--- config.mk ---
export PLATFORM = sky130hd
export DESIGN_NAME = sprite_dma
export DESIGN_NICKNAME = d
export VERILOG_FILES = /design/src/rtl/sprite_dma_pkg.sv /design/src/rtl/sprite_dma.sv
export SDC_FILE = /design/constraint.sdc
export NUM_CORES = 1
export LEC_CHECK = 0
export BUFFER_PORTS_ARGS = -buffer_cell sky130_fd_sc_hd__buf_2
export CAP_MARGIN = 20
export CORE_ASPECT_RATIO = 0.7
export CORE_MARGIN = 2
export CORE_UTILIZATION = 51
export DETAILED_ROUTE_END_ITERATION = 12
export GPL_TIMING_DRIVEN = 0
export PLACE_DENSITY = 0.9
export SETUP_SLACK_MARGIN = 0.15
export SYNTH_ARGS = -nofsm -noshare
export SYNTH_HDL_FRONTEND = slang
export SYNTH_SLANG_ARGS = --single-unit
--- constraint.sdc ---
create_clock -name clk -period 7.6 [get_ports clk]
set_clock_uncertainty 0.2 [all_clocks]
set_input_delay 1.14 -clock clk [delete_from_list [all_inputs] [get_ports clk]]
set_output_delay 1.14 -clock clk [all_outputs]
set_load 0.05 [all_outputs]
--- src/rtl/sprite_dma_pkg.sv ---
// sprite_dma_pkg: sprite table geometry, attribute byte layout and DMA state/mode types
package sprite_dma_pkg;
  localparam int SPR_COUNT       = 16;
  localparam int SPR_BYTES       = 4;
  localparam int SPR_TABLE_BYTES = SPR_COUNT * SPR_BYTES;
  localparam int SPR_OFS_YU      = 0;
  localparam int SPR_OFS_YL      = 1;
  localparam int SPR_OFS_XU      = 2;
  localparam int SPR_OFS_XL      = 3;
  localparam int SPR_ENABLE_BIT  = 7;
  typedef enum logic [2:0] {S_IDLE, S_ARM, S_RD, S_LAT, S_WR, S_FIN} dma_state_e;
  typedef enum logic {M_COPY, M_CLR} dma_mode_e;
endpackage

--- src/rtl/sprite_dma.sv ---
// sprite_dma: copies or zero-fills the sprite attribute table during vertical blank
module sprite_dma
  import sprite_dma_pkg::*;
#(
  parameter int RD_LATENCY = 1
) (
  input  logic        clk,
  input  logic        reset,
  input  logic        start,
  input  logic        clear,
  input  logic [15:0] src_base,
  input  logic        vblank,
  output logic [15:0] wram_addr,
  output logic        wram_rd,
  input  logic [7:0]  wram_data_out,
  output logic [6:0]  spriteram_addr,
  output logic        spriteram_wr,
  output logic [7:0]  spriteram_data_in,
  output logic        busy,
  output logic        done
);
  localparam logic [6:0] CNT_LAST = 7'(SPR_TABLE_BYTES - 1);
  localparam logic [1:0] LAT_LAST = 2'(RD_LATENCY - 1);

  dma_state_e  state_q, state_d;
  dma_mode_e   mode_q, mode_d;
  logic [6:0]  cnt_q, cnt_d;
  logic [1:0]  lat_q, lat_d;
  logic [15:0] src_q, src_d;
  logic        vblank_last_q;

  // State and datapath registers; reset aborts any transfer in flight
  always_ff @(posedge clk) begin
    if (!reset) begin
      state_q       <= S_IDLE;
      mode_q        <= M_COPY;
      cnt_q         <= '0;
      lat_q         <= '0;
      src_q         <= '0;
      vblank_last_q <= 1'b0;
    end else begin
      state_q       <= state_d;
      mode_q        <= mode_d;
      cnt_q         <= cnt_d;
      lat_q         <= lat_d;
      src_q         <= src_d;
      vblank_last_q <= vblank;
    end
  end

  // Next-state: arm on request, start only on a fresh vblank rising edge
  always_comb begin
    state_d = state_q;
    mode_d  = mode_q;
    cnt_d   = cnt_q;
    lat_d   = lat_q;
    src_d   = src_q;
    case (state_q)
      S_IDLE: begin
        if (clear) begin
          mode_d  = M_CLR;
          cnt_d   = '0;
          state_d = S_ARM;
        end else if (start) begin
          mode_d  = M_COPY;
          src_d   = src_base;
          cnt_d   = '0;
          state_d = S_ARM;
        end
      end
      S_ARM: if (vblank && !vblank_last_q) state_d = (mode_q == M_CLR) ? S_WR : S_RD;
      S_RD: begin
        lat_d   = '0;
        state_d = S_LAT;
      end
      S_LAT: begin
        if (lat_q == LAT_LAST) state_d = S_WR;
        else lat_d = lat_q + 2'd1;
      end
      S_WR: begin
        if (cnt_q == CNT_LAST) state_d = S_FIN;
        else begin
          cnt_d   = cnt_q + 7'd1;
          state_d = (mode_q == M_CLR) ? S_WR : S_RD;
        end
      end
      S_FIN:   state_d = S_IDLE;
      default: state_d = S_IDLE;
    endcase
  end

  // Outputs decode straight from state so reset zeroes them on the same edge
  always_comb begin
    wram_rd           = state_q == S_RD;
    wram_addr         = wram_rd ? src_q + {9'd0, cnt_q} : '0;
    spriteram_wr      = state_q == S_WR;
    spriteram_addr    = spriteram_wr ? cnt_q : '0;
    spriteram_data_in = (spriteram_wr && mode_q == M_COPY) ? wram_data_out : '0;
    busy              = state_q != S_IDLE && state_q != S_FIN;
    done              = state_q == S_FIN;
  end
endmodule

# Word-level counts from Yosys, hierarchy flattened
# Cells that the tools add are included.
# totals
register_bits	30
in_bits	29
word_cells	56
# classes
add_sub_neg	3
eq_ne	12
muxes	18
bitwise	2
n_reduce_logical	15
# ops
op	n
$mux W7	4
$mux W3	6
$add A16 B7 Y16	1
$mux W16	1
$pmux W3 S5	1
$pmux W7 S2	1
$reduce_and A3 Y1	3
$mux W8	1
$ne A2 B2 Y1 const B	4
$add A7 B1 Y7 const B	1
$eq A7 B6 Y1 const B	1
$eq A3 B2 Y1 const B	2
$eq A3 B3 Y1 const B	2
$ne A3 B3 Y1 const B	2
$reduce_bool A2 Y1	3
$pmux W2 S2	1
$reduce_and A2 Y1	2
$eq A3 B1 Y1 const B	1
$logic_and A1 B1 Y1	3
$logic_not A3 Y1	1
$reduce_bool A3 Y1	1
$add A2 B1 Y2 const B	1
$logic_not A2 Y1	1
$mux W1	2
other kinds (3)	4

# Logic depth before layout (Yosys ltp)
# Gate-level depths: netlist of run 1.
# depth
word_depth	4
mapped_depth	8
ltp_nobuf	8

# Least setup slack after synthesis of run 1
# Ideal clock, no wire load.
# synth_path
kind	register to output
from	register cnt_q[0]
to	output wram_addr[14]
t_arrival_ns	2.763
required_time_ns	6.260
setup_slack_ns	3.497
stages_incl_launch_ff	9
path_cell_list	dfxtp_1 > ha_1 > inv_1 > fa_1 > nand2b_1 > a21o_1 > and2_4 > or4_1 > a21oi_1
# synth_via
elab_chain_cells	2
# synth_lines
item	line	text
start: declaration	sprite_dma.sv:27	logic [6:0] cnt_q, cnt_d;
start signal: assignment	sprite_dma.sv:44	cnt_q <= cnt_d;
$add A16 B7 Y16	sprite_dma.sv:95	wram_addr = wram_rd ? src_q + {9'd0, cnt_q} : '0;
$mux W16	sprite_dma.sv:95	
end: declaration	sprite_dma.sv:13	output logic [15:0] wram_addr,
# No other way between the ends.

# Final worst setup path of run 1
# Same ends and word-level chain as after synthesis.

==> results of run 1 <==
==> area by class of cell <==
class	count	area (sq um)
clock inverter	2	12.51
tap	50	62.56
inverter	6	22.52
clock buffer	6	82.58
fill	311	1160
sequential	30	600.6
timing repair buffer	63	315.3
multi-input combinational	214	1331
buffer	9	38.79
==> synth_stat cells (7+ instances only) <==
master and instances:
a211oi_1 7, a21boi_0 15, a21oi_1 10, and2_1 11, and3_1 9, dfxtp_1 30, ha_1 9, nand2_1 48
nand3_1 8, nor2_1 23, o21ai_0 8, xnor2_1 8, xor2_1 7
==> worst paths after layout <==
| check | startpoint | end | slack [ns] | cells past startpoint |
|---|---|---|---|---|
| max | cnt_q[0] | wram_addr[14] | 3.36 | 9 |
| max reg2reg | cnt_q[1] | cnt_q[2] | 5.64 | 6 |
| min reg2reg | src_q[0] | src_q[0] | 0.28 | 2 |
| min | src_q[0] | src_q[0] | 0.28 | 2 |
==> per-layer routing <==
metal | share of wire | track usage | vias up
met4 | 0.0089 | 0.06516 | 0
met5 | 0 | 0 | -
met2 | 0.43 | 0.3541 | 89
met1 | 0.47 | 0.3343 | 912
met3 | 0.088 | 0.05305 | 5
li1 | - | - | 1040
==> layout by cell type (no fill, tap or decap), types with 2 or more instances in the layout <==
master    netlist  routed
o31ai_1         2       2
xor2_1          7       7
nand2_1        48      48
nand3b_1        3       3
o21ai_0         8       8
a21boi_0       15      15
inv_1           6       6
and3_1          9       9
nand3_1         8       8
nor2_1         23      23
a21oi_1        10      10
nand4_1         2       2
buf_2           4      67
a22oi_1         2       2
clkbuf_8        0       6
and2_1         11      11
nor2_2          2       2
a21boi_1        3       3
nor2b_1         6       6
o211ai_1        3       3
dfxtp_1        30      30
a211oi_1        7       7
nor3b_1         2       2
clkbuf_1        5       5
a21o_1          2       2
nand2b_1        6       6
ha_1            9       9
nor3_1          3       3
xnor2_1         8       8
==> sequential cells by signal (all words and copies together), names as in the netlist <==
register / cells
src_q: 16
vblank_last_q: 1
cnt_q: 7
lat_q: 2
state_q: 3
mode_q: 1
==> cell families (layout without fill, tap and decap cells) <==
kind of cell,count (synthesis),count (layout),synth area share
fa+ha+maj,10,10,0.06654
compound gates,57,57,0.2009
simple gates,131,131,0.3296
xor+xnor,15,15,0.06592
mux,1,1,0.005022
buf+inv,15,86,0.03076
flops,30,30,0.3013
==> where the power goes <==
part / switching [uW] / internal (uW)
Combinational: 55.0 / 28.6
Sequential: 9.46 / 165
Clock: 62.9 / 72.7
Total: 127 / 266
==> worst max-delay path, stage by stage (launching register included) <==
cell and delay [ns]:
dfxtp_1 0.45, ha_1 0.27, inv_1 0.07, fa_1 0.39, nand2b_1 0.18, a21o_1 0.21
and2_4 0.15, or4_1 0.46, a21oi_1 0.14, buf_2 0.28
==> through the flow <==
step           setup WS, ns  std cells  power (uW)    util  hold WS (ns)
3_5_place_dp          3.703        372       260.6  0.6539        0.2679
5_1_grt               3.221        380       411.3  0.6801        0.2984
6_report              3.358        380       393.8  0.6801        0.2784
4_1_cts               3.384        380       393.7  0.6801        0.2773
2_1_floorplan         3.497        259       234.3       -        0.2388
3_3_place_gp          3.739        372       257.9  0.6539        0.2554
==> impl_metrics.env, run 1 <==
export IMPL_setup_worst_path_start_class="flop"
export IMPL_tns_ns=0
export IMPL_drive_gt1_frac=0.2545
export IMPL_synth_ff_type="dfxtp_1"
export IMPL_cap_violations=0
export IMPL_ant_nets=0
export IMPL_first_pass_iters=4
export IMPL_clock_latency_ns=0.28
export IMPL_vias_per_cell=5.384
export IMPL_io_pins=64
export IMPL_cts_root_buf="clkbuf_8"
export IMPL_gp_congestion=0.8954
export IMPL_post_route_period_util=0.5581
export IMPL_hp_class="reg2reg"
export IMPL_drc=0
export IMPL_cts_setup_buffers=0
export IMPL_die_area_sq_um=4432
export IMPL_ctsResizeCount=0
export IMPL_ys_warn_count=0
export IMPL_status="finished clean"
export IMPL_wire_per_inst_um=13.08
export IMPL_cp_max_fo=7
export IMPL_vias=2046
export IMPL_wirelength_um=4970
export IMPL_hold_viol=0
export IMPL_grt_pass1_wl_um=8321
export IMPL_groute_usage_overall=0.2344
export IMPL_num_rows=18
export IMPL_worstMarginPinSlew_ns=0.5641
export IMPL_synth_nets=298
export IMPL_finalSetupViolCount=0
export IMPL_die_h_um=56.31
export IMPL_hold_buffers=0
export IMPL_synth_cell_type_count=43
export IMPL_cts_buffer_depth=2
export IMPL_overflow=0
export IMPL_endpoint_kind="output pin"
export IMPL_synthTopCellsByArea="dfxtp_1, nand2_1, a21boi_0"
export IMPL_cts_tree="done"
export IMPL_cp_required_ns=6.26
export IMPL_period_minus_slack_ns=4.242
export IMPL_rsz0062_at_grt="no"
export IMPL_grt_pass1_vias=1867
export IMPL_yosysSeqAreaShare=0.3013
export IMPL_cts_sinks=30
export IMPL_synth_top_cell_area_share=0.3013
export IMPL_powerDensity_nw_per_um2=159.7
export IMPL_hpwl_um=3884
export IMPL_slew_limit_headroom=0.6211
export IMPL_post_route_cell_area_sq_um=2466
export IMPL_async_flop_share=0
export IMPL_drv_slew=0
export IMPL_max_freq_ghz=0.2357
export IMPL_path_clk_slew_ns=0.07
export IMPL_diodes=0
export IMPL_cp_arrival_ns=2.90
export IMPL_syn_area_sq_um=1993
export IMPL_leakage_uw=0.001065
export IMPL_fin_nets=368
export IMPL_place_area_sq_um=2371
export IMPL_placement_io_buffers=63
export IMPL_synth_top_cell_by_area="dfxtp_1"
export IMPL_grt_max_degree=11
export IMPL_antenna_found_initial=0
export IMPL_syn_inst=259
export IMPL_synth_edff_count=0
export IMPL_cts_made_buffers=5
export IMPL_cts_htree_levels=2
export IMPL_core_sq_um=3626
export IMPL_area_delta_synth_final_pct=23.73
export IMPL_start_util=0.5497
export IMPL_peakVddDrop_uv=140.4
export IMPL_syn_area_per_cell_sq_um=7.696
export IMPL_first_iter_violations=143
export IMPL_die_w_um=78.72
export IMPL_yosys_register_bits=30
export IMPL_critical_path_class="reg2out"
No activity file was read; power rests on OpenSTA's default activity.
==> run 2, diff against run 1 <==
--- a/config.mk
+++ b/config.mk
@@ -9,10 +9,10 @@
 export CAP_MARGIN = 20
 export CORE_ASPECT_RATIO = 0.7
 export CORE_MARGIN = 2
-export CORE_UTILIZATION = 51
+export CORE_UTILIZATION = 46
 export DETAILED_ROUTE_END_ITERATION = 12
 export GPL_TIMING_DRIVEN = 0
-export PLACE_DENSITY = 0.9
+export PLACE_DENSITY = 0.86
 export SETUP_SLACK_MARGIN = 0.15
 export SYNTH_ARGS = -nofsm -noshare
 export SYNTH_HDL_FRONTEND = slang
==> constraint.sdc (replaced) <==
create_clock -name clk -period 3.4 [get_ports clk]
set_clock_uncertainty 0.2 [all_clocks]
set_input_delay 0.51 -clock clk [delete_from_list [all_inputs] [get_ports clk]]
set_output_delay 0.51 -clock clk [all_outputs]
set_load 0.05 [all_outputs]
==> run 2 against run 1 <==
Compared with the run above:
- critical endpoint unchanged
- sequential share of layout area decreased by 0.50 points
- global-route usage about the same
- non-clock buffer count increased by 5
- first-iteration DRC count increased by 24%
- via count increased by 1.1%
- cell count increased by 1.3%
- sequential cell count unchanged
- wire length increased by 8.0%
- clock-buffer cell count unchanged
- worst hold slack got worse by 0.025 ns
==> impl_metrics.env, run 2 (synthesis results as in run 1) <==
export IMPL_grt_pass1_wl_um=8638
export IMPL_core_sq_um=4041
export IMPL_sw_frac_of_total=0.3140
export IMPL_hold_buffers=0
export IMPL_grt_pass1_vias=1915
export IMPL_slew_limit_headroom=0.6069
export IMPL_rsz0062_at_grt="yes"
export IMPL_final_cell_mix="buf_2, nand2_1, dfxtp_1"
export IMPL_first_iter_violations=177
export IMPL_gp_congestion=0.8995
export IMPL_cts_tree="done"
export IMPL_cp_required_ns=2.69
export IMPL_cp_max_fo=3
export IMPL_p_switching_uw=270.3
export IMPL_overflow=0
export IMPL_ant_nets=0
export IMPL_slowest_delay_ns=0.48
export IMPL_drive_gt1_frac=0.2883
export IMPL_wire_per_inst_um=13.95
export IMPL_path_buf_inv=2
export IMPL_p_clk_frac=0.324
export IMPL_drc=0
export IMPL_cp_slowest_cell="or4_4"
export IMPL_internal_power_uw=590.6
export IMPL_peakVddDrop_uv=294.3
export IMPL_hpwl_um=4099
export IMPL_largest_reg_flops=16
export IMPL_die_h_um=59.08
export IMPL_regMostFlops="src_q"
export IMPL_start_util=0.4932
export IMPL_placed_cells=374
export IMPL_cap_violations=0
export IMPL_p_comb_frac=0.222
export IMPL_period_minus_slack_ns=3.195
export IMPL_endpoint_kind="output pin"
export IMPL_first_pass_iters=4
export IMPL_groute_usage_overall=0.2346
export IMPL_fillers=375
export IMPL_vias=2068
export IMPL_cts_made_buffers=5
export IMPL_largestRegisters="src_q (16), cnt_q (7), state_q (3)"
export IMPL_hp_class="in2reg"
export IMPL_seqPwrFrac=0.454
export IMPL_post_route_period_util=0.9397
export IMPL_status="finished clean"
export IMPL_diodes=0
export IMPL_num_rows=19
export IMPL_clock_latency_ns=0.28
export IMPL_io_pins=64
export IMPL_cts_root_buf="clkbuf_8"
export IMPL_cts_sinks=30
export IMPL_crit_chain="ha_4, inv_1, fa_2, nand2b_4, a21o_1, and2_4, or4_4, a21oi_2, buf_6"
export IMPL_cts_buffer_depth=2
export IMPL_vias_per_cell=5.371
export IMPL_critical_path_class="reg2out"
export IMPL_area_delta_synth_final_pct=27.62
export IMPL_mostFrequentLayoutCell="buf_2"
export IMPL_cts_htree_levels=2
export IMPL_drv_slew=0
export IMPL_antenna_found_initial=0
export IMPL_regArea_sq_um=606.8
export IMPL_cp_top_family="simple AND/OR/NAND/NOR gates"
export IMPL_worstMarginPinSlew_ns=0.5851
export IMPL_tns_ns=0
export IMPL_finalSetupViolCount=0
export IMPL_path_clk_slew_ns=0.06
export IMPL_max_freq_ghz=0.3130
export IMPL_hold_viol=0
export IMPL_powerDensity_nw_per_um2=338.4
export IMPL_placement_io_buffers=63
export IMPL_grt_max_degree=11
export IMPL_cp_arrival_ns=2.49
export IMPL_stdcell_count=385
export IMPL_fin_nets=373
export IMPL_die_area_sq_um=4884
export IMPL_multi_input_area_sq_um=1364
export IMPL_leakage_uw=0.001094
export IMPL_die_w_um=82.68
export IMPL_wirelength_um=5370
export IMPL_setup_worst_path_start_class="flop"
run 2: power by group through the flow:
| stage | Sequential (uW) | Clock, uW | Combinational [uW] |
|---|---|---|---|
| 2_1_floorplan | 391 | 0 | 133 |
| 3_3_place_gp | 396 | 0 | 182 |
| 3_5_place_dp | 397 | 0 | 186 |
| 4_1_cts | 389 | 285 | 188 |
| 5_1_grt | 392 | 300 | 210 |
| 6_report | 391 | 279 | 191 |
run 2: layer usage:
layer | up-vias | wire (um) | part of all wire | track usage
met4 | 0 | 46 | 0.0086 | 0.07260
li1 | 1044 | - | - | -
met5 | - | 0 | 0 | 0
met1 | 943 | 2502 | 0.47 | 0.3091
met2 | 76 | 2477 | 0.46 | 0.3790
met3 | 5 | 344 | 0.064 | 0.06098
run 2: cell type report:
cell class	instances	area share
flip-flops and latches	30	0.2386
inverters	6	0.008854
repair buffers	68	0.1431
plain buffers	9	0.01525
well taps	52	0.02558
clock buffers	6	0.03246
multi-input cells	214	0.5362
run 2: worst register-to-register path, cell delays in order (launching register included):
cell and delay [ns]:
dfxtp_4 0.36, buf_4 0.14, ha_1 0.22, nand2_1 0.12, nor3_4 0.34, a21oi_2 0.18
nand2b_1 0.18, a21boi_0 0.18
run 2: worst paths after layout:
kind / from / to / slack [ns] / cells after the start
max: src_q[0] / wram_addr[14] / 0.20 / 9
min: vblank / vblank_last_q / 0.25 / 2
max reg2reg: cnt_q[0] / cnt_q[0] / 1.40 / 7
min reg2reg: src_q[5] / src_q[5] / 0.27 / 2
run 2: what timing repair did:
action,CTS,global route
setup buffers,2,3
pin swaps,2,5
setup endpoints to repair,3,4
resized for setup,9,5
run 2: metrics by stage:
stage	hold slack, ns	total power (uW)	area, sq um	utilization	setup slack (ns)
finish	0.2532	860.9	2544	0.6294	0.2049
global route	0.2643	902.6	2544	0.6294	0.1242
CTS	0.2496	862.4	2502	0.6192	0.1563
detailed placement	0.2728	583.3	2377	0.5882	0.05054
global placement	0.2505	577.7	2377	0.5882	0.1461
floorplan	0.2388	524.0	1997	-	0.2064
==> run 3, diff against run 2 <==
--- a/config.mk
+++ b/config.mk
@@ -5,13 +5,15 @@
 export SDC_FILE = /design/constraint.sdc
 export NUM_CORES = 1
 export LEC_CHECK = 0
+export ABC_CLOCK_PERIOD_IN_PS = 3400
 export BUFFER_PORTS_ARGS = -buffer_cell sky130_fd_sc_hd__buf_2
 export CAP_MARGIN = 20
-export CORE_ASPECT_RATIO = 0.7
+export CORE_ASPECT_RATIO = 0.8
 export CORE_MARGIN = 2
 export CORE_UTILIZATION = 46
 export DETAILED_ROUTE_END_ITERATION = 12
 export GPL_TIMING_DRIVEN = 0
+export MAX_ROUTING_LAYER = met4
 export PLACE_DENSITY = 0.86
 export SETUP_SLACK_MARGIN = 0.15
 export SYNTH_ARGS = -nofsm -noshare
==> run 3 against run 2 <==
Compared with the run above:
- register-to-register slack improved by 0.11 ns
- power decreased by 1.5%
- critical path depth unchanged
- sequential share of layout area increased by 0.24 points
- wire length decreased by 8.3%
- sequential cell count unchanged
- critical path type unchanged
- non-clock buffer count decreased by 4
- clock-buffer cell count decreased by 1
- sequential power about the same
- die area decreased by 0.11%
- first-iteration DRC count decreased by 23%
==> impl_metrics.env, run 3 (synthesis results as in run 1) <==
export IMPL_slew_limit_headroom=0.6032
export IMPL_grt_pass1_vias=1762
export IMPL_cts_sinks=30
export IMPL_cap_violations=0
export IMPL_ant_nets=0
export IMPL_status="finished clean"
export IMPL_slowest_delay_ns=0.47
export IMPL_groute_usage_overall=0.2118
export IMPL_hold_start="vblank"
export IMPL_cp_required_ns=2.69
export IMPL_cts_buffer_depth=2
export IMPL_regMostFlops="src_q"
export IMPL_diodes=0
export IMPL_fin_nets=369
export IMPL_endpoint_kind="output pin"
export IMPL_worstMarginPinSlew_ns=0.5907
export IMPL_place_area_sq_um=2384
export IMPL_post_route_period_util=0.9440
export IMPL_fillers=377
export IMPL_cp_max_fo=7
export IMPL_io_pins=64
export IMPL_core_sq_um=4178
export IMPL_path_clk_slew_ns=0.07
export IMPL_setup_worst_path_start_class="flop"
export IMPL_vias_per_cell=5.258
export IMPL_mostFrequentLayoutCell="buf_2"
export IMPL_first_iter_violations=137
export IMPL_wire_per_inst_um=12.73
export IMPL_r2r_start="state_q[1]"
export IMPL_wirelength_um=4926
export IMPL_cts_made_buffers=5
export IMPL_period_minus_slack_ns=3.210
export IMPL_clock_latency_ns=0.28
export IMPL_cts_tree="done"
export IMPL_area_delta_synth_final_pct=26.37
export IMPL_hpwl_um=3807
export IMPL_multi_input_area_sq_um=1369
export IMPL_hold_viol=0
export IMPL_start_util=0.4771
export IMPL_cp_slowest_cell="or4_4"
export IMPL_tns_ns=0
export IMPL_overflow=0
export IMPL_crit_chain="ha_4, inv_2, fa_2, nand2b_4, a21o_1, and2_4, or4_4, a21oi_2, buf_6"
export IMPL_grt_pass1_wl_um=8052
export IMPL_grt_max_degree=11
export IMPL_vias=2035
export IMPL_die_h_um=62.88
export IMPL_die_area_sq_um=4879
export IMPL_drc=0
export IMPL_drive_gt1_frac=0.2879
export IMPL_hp_class="in2reg"
export IMPL_gp_congestion=0.8899
export IMPL_startpoint="cnt_q[0]"
export IMPL_powerDensity_nw_per_um2=336.7
export IMPL_cts_htree_levels=2
export IMPL_num_rows=21
export IMPL_cts_root_buf="clkbuf_8"
export IMPL_drv_slew=0
export IMPL_die_w_um=77.60
export IMPL_largestRegisters="src_q (16), cnt_q (7), state_q (3)"
export IMPL_peakVddDrop_uv=288.2
export IMPL_regArea_sq_um=606.8
export IMPL_first_pass_iters=4
export IMPL_critical_path_class="reg2out"
export IMPL_largest_reg_flops=16
export IMPL_final_cell_mix="buf_2, nand2_1, dfxtp_1"
export IMPL_placement_io_buffers=63
export IMPL_finalSetupViolCount=0
export IMPL_post_route_cell_area_sq_um=2519
export IMPL_rsz0062_at_grt="yes"
export IMPL_cp_arrival_ns=2.50
export IMPL_max_freq_ghz=0.3116
export IMPL_antenna_found_initial=0
export IMPL_leakage_uw=0.001075
-- run 3: metrics by stage --
stage	hold slack [ns]	util	std cells	worst slack, ns	power (uW)
6_report	0.2409	0.6029	387	0.1904	848.1
5_1_grt	0.2471	0.6029	387	0.1049	888.3
4_1_cts	0.2393	0.5993	387	0.1729	847.0
3_5_place_dp	0.2630	0.5705	379	0.1046	581.5
3_3_place_gp	0.2490	0.5705	379	0.1585	577.2
2_1_floorplan	0.2388	-	259	0.2064	524.0
-- run 3: power breakdown --
part / leakage, uW / switching [uW] / internal (uW)
combinational: 0.000786 / 123 / 64.7
sequential: 0.000246 / 21.4 / 369
clock: 0.0000438 / 133 / 137
total: 0.00108 / 277 / 571
-- run 3: layer usage --
| metal | wire [um] | track usage | up-vias |
|---|---|---|---|
| met1 | 2350 | 0.2885 | 921 |
| met2 | 2198 | 0.3200 | 69 |
| met5 | 0 | - | - |
| met3 | 343 | 0.04480 | 4 |
| met4 | 34 | 0.05357 | 0 |
| li1 | - | - | 1041 |
-- run 3: timing repair --
item | CTS | global route
gates cloned | 0 | 0
hold buffers | 0 | 0
resized for setup | 9 | 6
endpoints found under the setup margin | 3 | 3
endpoints found under the hold margin | 0 | 0
pin swaps | 1 | 5
setup buffers | 1 | 0
-- run 3: final cells by class --
type,count,area share
sequential,30,0.2409
clock inverter,2,0.003974
timing repair buffer,64,0.1316
buffer,9,0.01540
multi-input combinational,214,0.5435
clock buffer,5,0.02732
inverter,6,0.008942
tap,57,0.02832
-- run 3: worst paths after layout --
kind | to | slack, ns | cells past startpoint
min reg2reg | src_q[2] | 0.27 | 2
max | wram_addr[14] | 0.19 | 9
min | vblank_last_q | 0.24 | 2
max reg2reg | lat_q[1] | 1.51 | 6
-- run 3: worst max-delay path: cells and delay by family (launching register included) --
| kind | cells | cell delay (ns) |
|---|---|---|
| compound gates | 2 | 0.32 |
| fa+ha+maj | 2 | 0.53 |
| buf+inv | 2 | 0.22 |
| flops | 1 | 0.39 |
| simple gates | 3 | 0.77 |
